$ cat config.mk
export PLATFORM = sky130hd
export DESIGN_NAME = pipe_skid_buffer
export DESIGN_NICKNAME = d
export VERILOG_FILES = /design/src/rtl/pipe_skid_buffer.sv
export SDC_FILE = /design/constraint.sdc
export NUM_CORES = 1
export LEC_CHECK = 0
export ABC_AREA = 0
export BUFFER_PORTS_ARGS = -buffer_cell sky130_fd_sc_hd__clkbuf_2
export CORE_UTILIZATION = 40
export CTS_CLUSTER_DIAMETER = 150
export CTS_CLUSTER_SIZE = 30
export DETAILED_ROUTE_END_ITERATION = 7
export PLACE_DENSITY = 0.68
export SYNTH_ARGS = -nofsm -noshare
export SYNTH_HDL_FRONTEND = slang
export SYNTH_SLANG_ARGS = --single-unit
export TNS_END_PERCENT = 1
$ cat constraint.sdc
create_clock -name clk -period 1.97 [get_ports clk]
set_clock_uncertainty 0.05 [all_clocks]
set_input_delay 0.197 -clock clk [delete_from_list [all_inputs] [get_ports clk]]
set_output_delay 0.197 -clock clk [all_outputs]
set_load 0.02 [all_outputs]
$ cat src/rtl/pipe_skid_buffer.sv
// pipe_skid_buffer: valid/ready pipeline-stage register with a 2-entry skid.
// in_ready is a flop, so there is no combinational path from out_ready back
// to in_ready. A synchronous flush empties the stage and loads NOP_VAL onto
// out_data.
// Optional feature macro: PIPE_SKID_STALL_CNT_EN adds a saturating 16-bit
// backpressure counter on stall_cnt. Without it, stall_cnt is tied to zero.
module pipe_skid_buffer #(
  parameter int                DATA_W  = 32,
  parameter logic [DATA_W-1:0] NOP_VAL = {DATA_W{1'b0}}
) (
  input  logic              clk,
  input  logic              rst_n,
  input  logic              flush,
  input  logic              in_valid,
  output logic              in_ready,
  input  logic [DATA_W-1:0] in_data,
  output logic              out_valid,
  input  logic              out_ready,
  output logic [DATA_W-1:0] out_data,
  output logic [15:0]       stall_cnt
);

  // Occupancy: EMPTY (nothing held), ONE (main register only), TWO (main + skid).
  typedef enum logic [1:0] {
    EMPTY = 2'd0,
    ONE   = 2'd1,
    TWO   = 2'd2
  } state_e;

  state_e            state_q;
  logic              out_valid_q;
  logic              in_ready_q;
  logic [DATA_W-1:0] out_data_q;
  logic [DATA_W-1:0] skid_data_q;

  logic in_xfer;
  logic out_xfer;

  assign in_xfer  = in_valid & in_ready_q;
  assign out_xfer = out_valid_q & out_ready;

  // Occupancy FSM. It also drives the registered handshake outputs and the
  // two data registers.
  // NOTE: sequential state uses non-blocking (<=) so every flop samples the
  // pre-edge values, independent of statement order.
  always_ff @(posedge clk) begin
    if (!rst_n) begin
      state_q     <= EMPTY;
      out_valid_q <= 1'b0;
      in_ready_q  <= 1'b1;
      out_data_q  <= NOP_VAL;
      skid_data_q <= NOP_VAL;
    end else if (flush) begin
      // Any input offered in this cycle is dropped. A completing output
      // transfer needs no action here.
      state_q     <= EMPTY;
      out_valid_q <= 1'b0;
      in_ready_q  <= 1'b1;
      out_data_q  <= NOP_VAL;
    end else begin
      case (state_q)
        EMPTY: begin
          if (in_xfer) begin
            out_data_q  <= in_data;
            out_valid_q <= 1'b1;
            state_q     <= ONE;
          end
        end
        ONE: begin
          if (in_xfer && out_xfer) begin
            out_data_q <= in_data;
          end else if (in_xfer) begin
            skid_data_q <= in_data;
            in_ready_q  <= 1'b0;
            state_q     <= TWO;
          end else if (out_xfer) begin
            out_valid_q <= 1'b0;
            state_q     <= EMPTY;
          end
        end
        TWO: begin
          // in_ready is low here, so the only possible event is a drain.
          if (out_xfer) begin
            out_data_q <= skid_data_q;
            in_ready_q <= 1'b1;
            state_q    <= ONE;
          end
        end
        default: begin
          state_q     <= EMPTY;
          out_valid_q <= 1'b0;
          in_ready_q  <= 1'b1;
        end
      endcase
    end
  end

  assign in_ready  = in_ready_q;
  assign out_valid = out_valid_q;
  assign out_data  = out_data_q;

`ifdef PIPE_SKID_STALL_CNT_EN
  logic [15:0] stall_cnt_q;
  logic [15:0] stall_cnt_d;

  // Saturating count of cycles that hold a valid output while downstream is
  // not ready.
  // NOTE: the default assignment first keeps this combinational block from
  // inferring a latch.
  always_comb begin
    stall_cnt_d = stall_cnt_q;
    if (out_valid_q && !out_ready && (stall_cnt_q != 16'hFFFF)) begin
      stall_cnt_d = stall_cnt_q + 16'd1;
    end
  end

  // Stall counter register. Only reset clears it; flush leaves it alone.
  always_ff @(posedge clk) begin
    if (!rst_n) begin
      stall_cnt_q <= 16'h0000;
    end else begin
      stall_cnt_q <= stall_cnt_d;
    end
  end

  assign stall_cnt = stall_cnt_q;
`else
  assign stall_cnt = 16'h0000;
`endif

endmodule

==> impl_metrics.toml, run 1 <==
[critical_path]
r2r_cells = 3
critPathLaunchType = "flop"
crit_slowest_cell = "a211o_4"
timing.rr.end = "out_data[28]$_SDFFE_PP0P_"
cp-end-kind = "flop"
path_class = "flop to flop"
crit_fanout = 32
cp.arrival_ps = 2030
crit_required_ps = 2180
r2r_slack_ps = 140
crit_path_max_incr_delay_ps = 600
worstPathCellList = "and3b_2 > a211o_4 > a211oi_1"
r2r_start = "state_q[1]$_SDFFE_PP0P_"

[yosys]
synth_mux_area_share_pct = 8.70
synthXorXnorAreaFrac_pct = 0
synth_top_family_by_area = "compound AO/OA/AOI/OAI gates"
synth_top_area_share_pct = 37.0
synth_flop_cell = "dfxtp_1"
yosysTopAreaCell = "dfxtp_1"
synth-seq-cells = 68
synthTopCellsByArea = "dfxtp_1, a2111oi_2, a211oi_2, mux2i_1, o31ai_1"
yosys.area_share.simple_pct = 8.23
syn_area_per_cell_um2 = 10.4
yosys_warnings = 0
synth_compound_gate_area_share_pct = 36.2
synth_edf_count = 0
ys_seq_area_share_pct = 37.0
synth_cell_types = 30
synth_area_mm2 = 0.00368
async_flop_share_pct = 0
netlist_instances = 353
synth-adder-area-share_pct = 0

[power_and_ir_drop]
power.density_mw_per_mm2 = 698
ir_drop_mv = 0.473
power_leakage_nw = 1.78

[die]
coreArea_mm2 = 0.00881
die_x_um = 97.9
initial_core_util_pct = 41.8
dieArea_mm2 = 0.00959
ioPinCount = 87
fp.dieH_um = 97.9
row_count = 34

[timing]
fin_hold_ws_ps = 47.0
finalCritPeriodShare_pct = 92.7
setup-tns-final_ps = 0
hold_viol = 0
setup_violations = 0
relSlewSlack_pct = 59.4
final-max-slew-violation-count = 0
rsz0062_at_grt = "false"
tightest_slew_ps = 608
layout_min_cycle_time_ps = 1830
fmax_mhz = 547

[place]
gp_congestion = 0.797
io_buffers = 70
placed_area_mm2 = 0.00415
dp_hpwl_um = 6690

[finish]
fillCellCount = 825
final_area_mm2 = 0.00430
diodes = 0
syn2layout_area_growth_pct = 16.9
drive_gt1_share_pct = 43.0
final_util_pct = 48.9
nets = 450

[drt]
vias_per_cell = 5.93
drt-initial-drc-count = 149
route.detailed.drc = 7
avgRoutedWirePerCell_um = 18.3
num_vias = 3109
detail-route-antenna-nets = 0
drt-pass1-iter-count = 7
drt-total-wl_um = 9600

[clock_network]
cts_resized = 0
clock_path_buffers = 2
cts_buffers = 9
post-cts-setup-buffers = 0
cts.htree.levels = 3
cts_hold_buf = 0
insertion_delay_ps = 340
clk_pin_slew_ps = 70
cts_tree = "done"
cts.sinks = 68
root_buffer = "clkbuf_8"

[worst_hold_path]
hold_class = "input port to flop"
hold_path_depth = 3
hold_end = "skid_data_q[19]$_SDFFE_PN0P_"
min_from = "in_data[19]"

[global_routing]
antenna_found_initial = 0
grt_pass1_vias = 3096
track_usage_pct = 20.7
grt_max_degree = 33
grt_remaining_overflow = 0
grt_pass1_wl_um = 15800

[flow_run]
maxCapViolCount = 0

[outcome]
violations = "design-rule violations"
outcome = "complete, but fails checks"
==> cells in the mapped netlist (all sizes together), types with 3 or more instances <==
cell type / count
a2111oi: 32
a211oi: 34
a21oi: 35
buf: 39
clkbuf: 26
dfxtp: 68
mux2i: 32
nand2: 3
nand2b: 3
nand4: 32
o31ai: 32
==> critical path: cells and delay by family (launching register included) <==
| family | cells | cell delay (ps) |
|---|---|---|
| compound gates | 2 | 860 |
| flops | 1 | 460 |
| simple gates | 1 | 360 |
==> how the worst max path moves through the flow <==
stage	from	endpoint	slack, ps
final	state_q[1]$_SDFFE_PP0P_	out_data[28]$_SDFFE_PP0P_	140
after global routing	state_q[1]$_SDFFE_PP0P_	out_data[2]$_SDFFE_PP0P_	40
after CTS	state_q[1]$_SDFFE_PP0P_	out_data[27]$_SDFFE_PP0P_	140
after detailed placement	state_q[1]$_SDFFE_PP0P_	out_data[27]$_SDFFE_PP0P_	170
after global placement	state_q[1]$_SDFFE_PP0P_	out_data[28]$_SDFFE_PP0P_	200
after floorplan	out_valid$_SDFFE_PP0P_	out_data[11]$_SDFFE_PP0P_	300
==> layout by cell type, fill, tap and decap left out, types with 3 or more instances in the layout <==
| cell | instances |
|---|---|
| a2111oi_2 | 29 |
| nand4_1 | 32 |
| a211oi_1 | 4 |
| clkbuf_8 | 10 |
| nand2_1 | 3 |
| clkbuf_2 | 70 |
| buf_12 | 4 |
| mux2i_1 | 32 |
| a2111oi_0 | 3 |
| clkinv_2 | 3 |
| a21oi_1 | 35 |
| a211oi_2 | 30 |
| dfxtp_1 | 68 |
| o31ai_1 | 32 |
| conb_1 | 16 |
| buf_4 | 25 |
==> cell type report <==
| class | instances | area (um2) | share of cell area (%) |
|---|---|---|---|
| clock buffers | 11 | 141 | 3.29 |
| clock inverters | 3 | 15.0 | 0.349 |
| inverters | 2 | 7.51 | 0.174 |
| multi-input cells | 233 | 2020 | 47.0 |
| flip-flops and latches | 68 | 1360 | 31.6 |
| well taps | 108 | 135 | 3.14 |
| repair buffers | 99 | 618 | 14.4 |
==> kinds of logic after synthesis <==
| family | after synthesis |
|---|---|
| AOI/OAI and AO/OA | 138 |
| buffers and inverters | 67 |
| DFF | 68 |
| muxes | 32 |
| other | 1 |
| and+or+nand+nor | 47 |
==> registers in the layout, summed over array words and instances, names as in the netlist <==
| register | flops |
|---|---|
| out_data | 32 |
| skid_data_q | 32 |
| state_q | 2 |
| in_ready | 1 |
| out_valid | 1 |
==> metal layers <==
metal / global-route usage (%) / vias up / share of wire (%)
li1: - / 1491 / -
met1: 25.9 / 1502 / 43
met2: 34.9 / 108 / 50
met3: 6.23 / 8 / 6.5
met4: 4.66 / 0 / 0.81
met5: 0 / - / 0
==> power breakdown <==
group / switching, mW / total [mW] / leakage (nW) / internal [mW]
registers: 0.0348 / 1.45 / 0.553 / 1.42
clock network: 0.501 / 0.972 / 0.0848 / 0.471
logic: 0.367 / 0.576 / 1.14 / 0.209
total: 0.903 / 3.00 / 1.78 / 2.10
==> per-stage QoR <==
step	setup WS (ps)	std cells	power, mW
2_1_floorplan	303	368	1.91
3_3_place_gp	204	510	2.05
3_5_place_dp	167	510	2.06
4_1_cts	137	524	3.03
5_1_grt	35.5	524	3.13
6_report	143	524	3.00
(Power assumes the default switching activity.)
==> run 2: changes to the inputs <==
- RECOVER_POWER: unset -> 50
==> run 2 against run 1 <==
Compared with the run above:
- wire length grew 0.89%
- the flow still finishes with violations (design-rule violations)
- cell area fell by 1.3%
- sequential cell count stayed put
- sequential share of layout area is 0.40 points higher
- non-clock buffer count is the same
- worst hold slack improved by 6.5 ps
- maximum frequency is 1.1% higher
- register-to-register slack better by 20 ps
- first-iteration DRC count is 12% higher
- power decreased by 0.39%
- clock power about the same
==> impl_metrics.toml, run 2 (same netlist as run 1, synthesis figures left out) <==
[die]
dieArea_mm2 = 0.00959
ioPinCount = 87
coreArea_mm2 = 0.00881
initial_core_util_pct = 41.8
fp.dieH_um = 97.9
row_count = 34
die_x_um = 97.9

[critical_path]
crit_required_ps = 2170
path_class = "flop to flop"
crit_fanout = 32
cp-end-kind = "flop"
crit_path_max_incr_delay_ps = 600
cp.arrival_ps = 2010
worstPathCellList = "and3b_2 > a211o_4 > a211oi_1"
critPathLaunchType = "flop"
critPathLaunch = "state_q[1]$_SDFFE_PP0P_"
r2r_start = "state_q[1]$_SDFFE_PP0P_"
crit_slowest_cell = "a211o_4"

[finish]
final_common_cell = "dfxtp_1"
final_area_mm2 = 0.00425
nets = 450
diodes = 0
drive_gt1_share_pct = 34.4
layout_common_cells = "dfxtp_1, clkbuf_2, clkbuf_1"
syn2layout_area_growth_pct = 15.4
fillCellCount = 842
final_util_pct = 48.3

[power_and_ir_drop]
power_leakage_nw = 1.66
p_total_mw = 2.99
power.density_mw_per_mm2 = 704
ir_drop_mv = 0.465

[global_routing]
grt_remaining_overflow = 0
antenna_found_initial = 0
grt_max_degree = 33
grt_pass1_vias = 3096
grt_pass1_wl_um = 15800
track_usage_pct = 20.7

[timing]
rsz0062_at_grt = "false"
finalCritPeriodShare_pct = 91.7
layout_min_cycle_time_ps = 1810
hold_viol = 0
tightest_slew_ps = 687
fmax_mhz = 553
final-max-slew-violation-count = 0
relSlewSlack_pct = 54.2
setup_violations = 0
finalWorstSetupSlack_ps = 163
setup-tns-final_ps = 0

[clock_network]
clk_pin_slew_ps = 70
cts_tree = "done"
clock_path_buffers = 2
cts_hold_buf = 0
cts_resized = 0
root_buffer = "clkbuf_8"
cts.htree.levels = 3
cts_buffers = 9
cts.sinks = 68
insertion_delay_ps = 340
post-cts-setup-buffers = 0

[drt]
drt-total-wl_um = 9680
drt-pass1-iter-count = 7
avgRoutedWirePerCell_um = 18.5
route.detailed.drc = 8
vias_per_cell = 6.01
num_vias = 3150
drt-initial-drc-count = 167
detail-route-antenna-nets = 0

[place]
gp_congestion = 0.797
dp_hpwl_um = 6690
placed_area_mm2 = 0.00415
io_buffers = 70
pre_cts_ws_ps = 167

[outcome]
violations = "design-rule violations"
outcome = "complete, but fails checks"

[flow_run]
maxCapViolCount = 0

[worst_hold_path]
hold_class = "input port to flop"
min_from = "in_data[19]"
-- run 2: cell types whose count changed in the layout (fill, tap and decap cells not counted) --
cell      change
clkbuf_2     -32
nor2b_1       +1
clkbuf_1     +35
buf_4         -3
nor2b_2       -1
-- run 2: cell type report --
class	instances	area (um2)	area share (%)
Multi-Input combinational cell	233	2020	47.6
Sequential cell	68	1360	32.0
Timing Repair Buffer	99	567	13.3
Clock buffer	11	141	3.33
Tap cell	108	135	3.18
Clock inverter	3	15.0	0.353
Inverter	2	7.51	0.177
-- run 2: final timing paths --
kind	cells past startpoint	end	slack (ps)
min reg2reg	2	skid_data_q[10]$_SDFFE_PN0P_	420
min	3	skid_data_q[19]$_SDFFE_PN0P_	50
max	3	out_data[28]$_SDFFE_PP0P_	160
max reg2reg	3	out_data[28]$_SDFFE_PP0P_	160
-- run 2: per-layer routing --
metal | GRT usage [%] | part of all wire, % | vias up
li1 | - | - | 1492
met1 | 25.9 | 43 | 1517
met2 | 34.9 | 49 | 122
met3 | 6.23 | 7.0 | 19
met4 | 4.66 | 1.2 | 0
met5 | 0 | 0 | -
-- run 2: critical path: cells and delay by family, from the launching register on --
family / cells / cell delay, ps
simple gates: 1 / 360
flops: 1 / 450
compound gates: 2 / 860
-- run 2: where the power goes --
| part | switching, mW | internal (mW) |
|---|---|---|
| registers | 0.0344 | 1.42 |
| logic | 0.370 | 0.198 |
| clock network | 0.498 | 0.471 |
-- run 2: metrics by stage --
stage	cells	hold WS (ps)
5_1_grt	524	45.8
3_3_place_gp	510	403
2_1_floorplan	368	297
3_5_place_dp	510	407
4_1_cts	524	37.2
6_report	524	53.4
==> run 3: changes to the inputs <==
- ABC_AREA: 0 -> 1
- PLACE_DENSITY: 0.68 -> 0.69
==> run 3 against run 2 <==
Compared with the run above:
- the run now ends clean
- wire length shrank 13%
- combinational power shrank 16%
- cell count grew 29%
- clock power grew 22%
- via count grew 4.3%
- area after synthesis shrank 4.9%
- highest routed layer unchanged
==> impl_metrics.toml, run 3 <==
[yosys]
ys_seq_area_share_pct = 38.9
synth_top_area_share_pct = 38.9
yosysMostFrequentCell = "nand2_1"
async_flop_share_pct = 0
netlist_instances = 516
netlist_top_cells_count = "nand2_1, nand3_1, dfxtp_1, a21oi_1, nor2_1"
yosysTopAreaCell = "dfxtp_1"
synth_flop_cell = "dfxtp_1"
synth_cell_types = 19
synth_area_mm2 = 0.00350
yosys_warnings = 0
synthTopCellsByArea = "dfxtp_1, nand2_1, nand3_1, a21oi_1, buf_6"
synth-seq-cells = 68
synth_edf_count = 0
syn_area_per_cell_um2 = 6.79

[drt]
vias_per_cell = 4.85
route.detailed.drc = 0
drt-initial-drc-count = 160
drt-pass1-iter-count = 5
num_vias = 3286
avgRoutedWirePerCell_um = 12.5
drt-total-wl_um = 8470
detail-route-antenna-nets = 0

[global_routing]
grt_pass1_vias = 2766
grt_remaining_overflow = 0
track_usage_pct = 19.3
antenna_found_initial = 0
grt_max_degree = 65
grt_pass1_wl_um = 13500

[clock_network]
cts_buffers = 9
cts_hold_buf = 0
insertion_delay_ps = 340
cts.htree.levels = 3
clk_pin_slew_ps = 70
cts_resized = 0
post-cts-setup-buffers = 0
root_buffer = "clkbuf_8"
clock_path_buffers = 2
cts_tree = "done"
cts.sinks = 68

[timing]
final-max-slew-violation-count = 0
rsz0062_at_grt = "false"
relSlewSlack_pct = 57.4
tightest_slew_ps = 637
setup-tns-final_ps = 0
setup_violations = 0
layout_min_cycle_time_ps = 1730
fmax_mhz = 577
finalCritPeriodShare_pct = 88.0
fin_hold_ws_ps = 67.1
hold_viol = 0

[place]
dp_hpwl_um = 5470
gp_congestion = 0.773
io_buffers = 70

[die]
ioPinCount = 87
die_x_um = 95.6
fp.dieH_um = 95.6
dieArea_mm2 = 0.00913
initial_core_util_pct = 42.0
row_count = 33
coreArea_mm2 = 0.00834

[critical_path]
cp.arrival_ps = 1920
path_class = "flop to flop"
cp-end-kind = "flop"
crit_required_ps = 2160
crit_slowest_cell = "dfxtp_1"
r2r_cells = 8
crit_path_max_incr_delay_ps = 500
crit_fanout = 43
worstPathCellList = "inv_2 > nor2_1 > nand3_1 > nand2_2 > clkbuf_4 > nand3_1 > nand2_1 > nor2_1"
critPathLaunchType = "flop"

[finish]
diodes = 0
layout_common_cells = "nand2_1, nand3_1, dfxtp_1"
final_common_cell = "nand2_1"
nets = 605
final_util_pct = 46.1
syn2layout_area_growth_pct = 9.82
fillCellCount = 898
drive_gt1_share_pct = 12.2

[power_and_ir_drop]
p_sw_share_pct = 27.5
p_sw_mw = 0.855
power_leakage_nw = 1.78
ir_drop_mv = 0.337
p_int_mw = 2.26
clockPowerShare_pct = 37.9
power_frac_comb_pct = 15.4
p_seq_share_pct = 46.7
power.density_mw_per_mm2 = 809

[worst_hold_path]
hold_path_depth = 3
hold_class = "input port to flop"

[flow_run]
maxCapViolCount = 0

[outcome]
outcome = "complete, no violations"
-- run 3: cell count changes after synthesis, sizes merged, moves of 34 or more --
cell / previous run / this run
nand2: 3 / 142
nand3: 1 / 100
a211oi: 34 / 0
nor2: 0 / 41
inv: 2 / 40
-- run 3: worst paths after layout --
kind	slack, ps	from	endpoint
worst max register to register	240	state_q[0]$_SDFFE_PP0P_	out_data[31]$_SDFFE_PP0P_
worst min register to register	410	skid_data_q[18]$_SDFFE_PN0P_	skid_data_q[18]$_SDFFE_PN0P_
worst max-delay path	240	state_q[0]$_SDFFE_PP0P_	out_data[31]$_SDFFE_PP0P_
worst min-delay path	70	in_data[8]	skid_data_q[8]$_SDFFE_PN0P_
-- run 3: area by class of cell --
type	instances	area [um2]	share of cell area, %
multi-input cells	367	1610	41.8
flip-flops and latches	68	1360	35.4
repair buffers	81	387	10.1
clock buffers	14	173	4.49
inverters	41	156	4.07
well taps	105	131	3.42
clock inverters	1	30.0	0.781
-- run 3: cell families after synthesis --
group | share of synthesized area (%)
and+or+nand+nor | 34.6
AOI/OAI and AO/OA | 9.57
buffers and inverters | 16.8
DFF | 38.9
other | 0.107
-- run 3: power groups by stage --
stage | combinational [mW] | clock (mW) | sequential (mW)
after floorplan | 0.362 | 0 | 1.53
after global placement | 0.488 | 0 | 1.48
after detailed placement | 0.492 | 0 | 1.49
after CTS | 0.493 | 1.21 | 1.45
after global routing | 0.541 | 1.27 | 1.46
final | 0.479 | 1.18 | 1.45
-- run 3: worst max-delay path: cells and delay by family (launching register included) --
| family | cells | cell delay (ps) |
|---|---|---|
| and+or+nand+nor | 6 | 550 |
| buffers and inverters | 2 | 520 |
| DFF | 1 | 500 |
-- run 3: per-layer routing --
metal	vias up	global-route usage [%]	share of wire, %
met5	-	0	0
met4	0	8.46	2.0
met3	13	5.34	7.4
met2	103	25.8	41
met1	1452	28.4	49
li1	1718	-	-
-- run 3: through the flow --
step	instances	worst slack, ps	cell area, um2	power, mW
2_1_floorplan	531	555	3560	1.89
3_3_place_gp	662	364	3710	1.97
3_5_place_dp	662	301	3710	1.98
4_1_cts	677	288	3910	3.16
5_1_grt	677	55.6	3850	3.27
6_report	677	237	3850	3.11
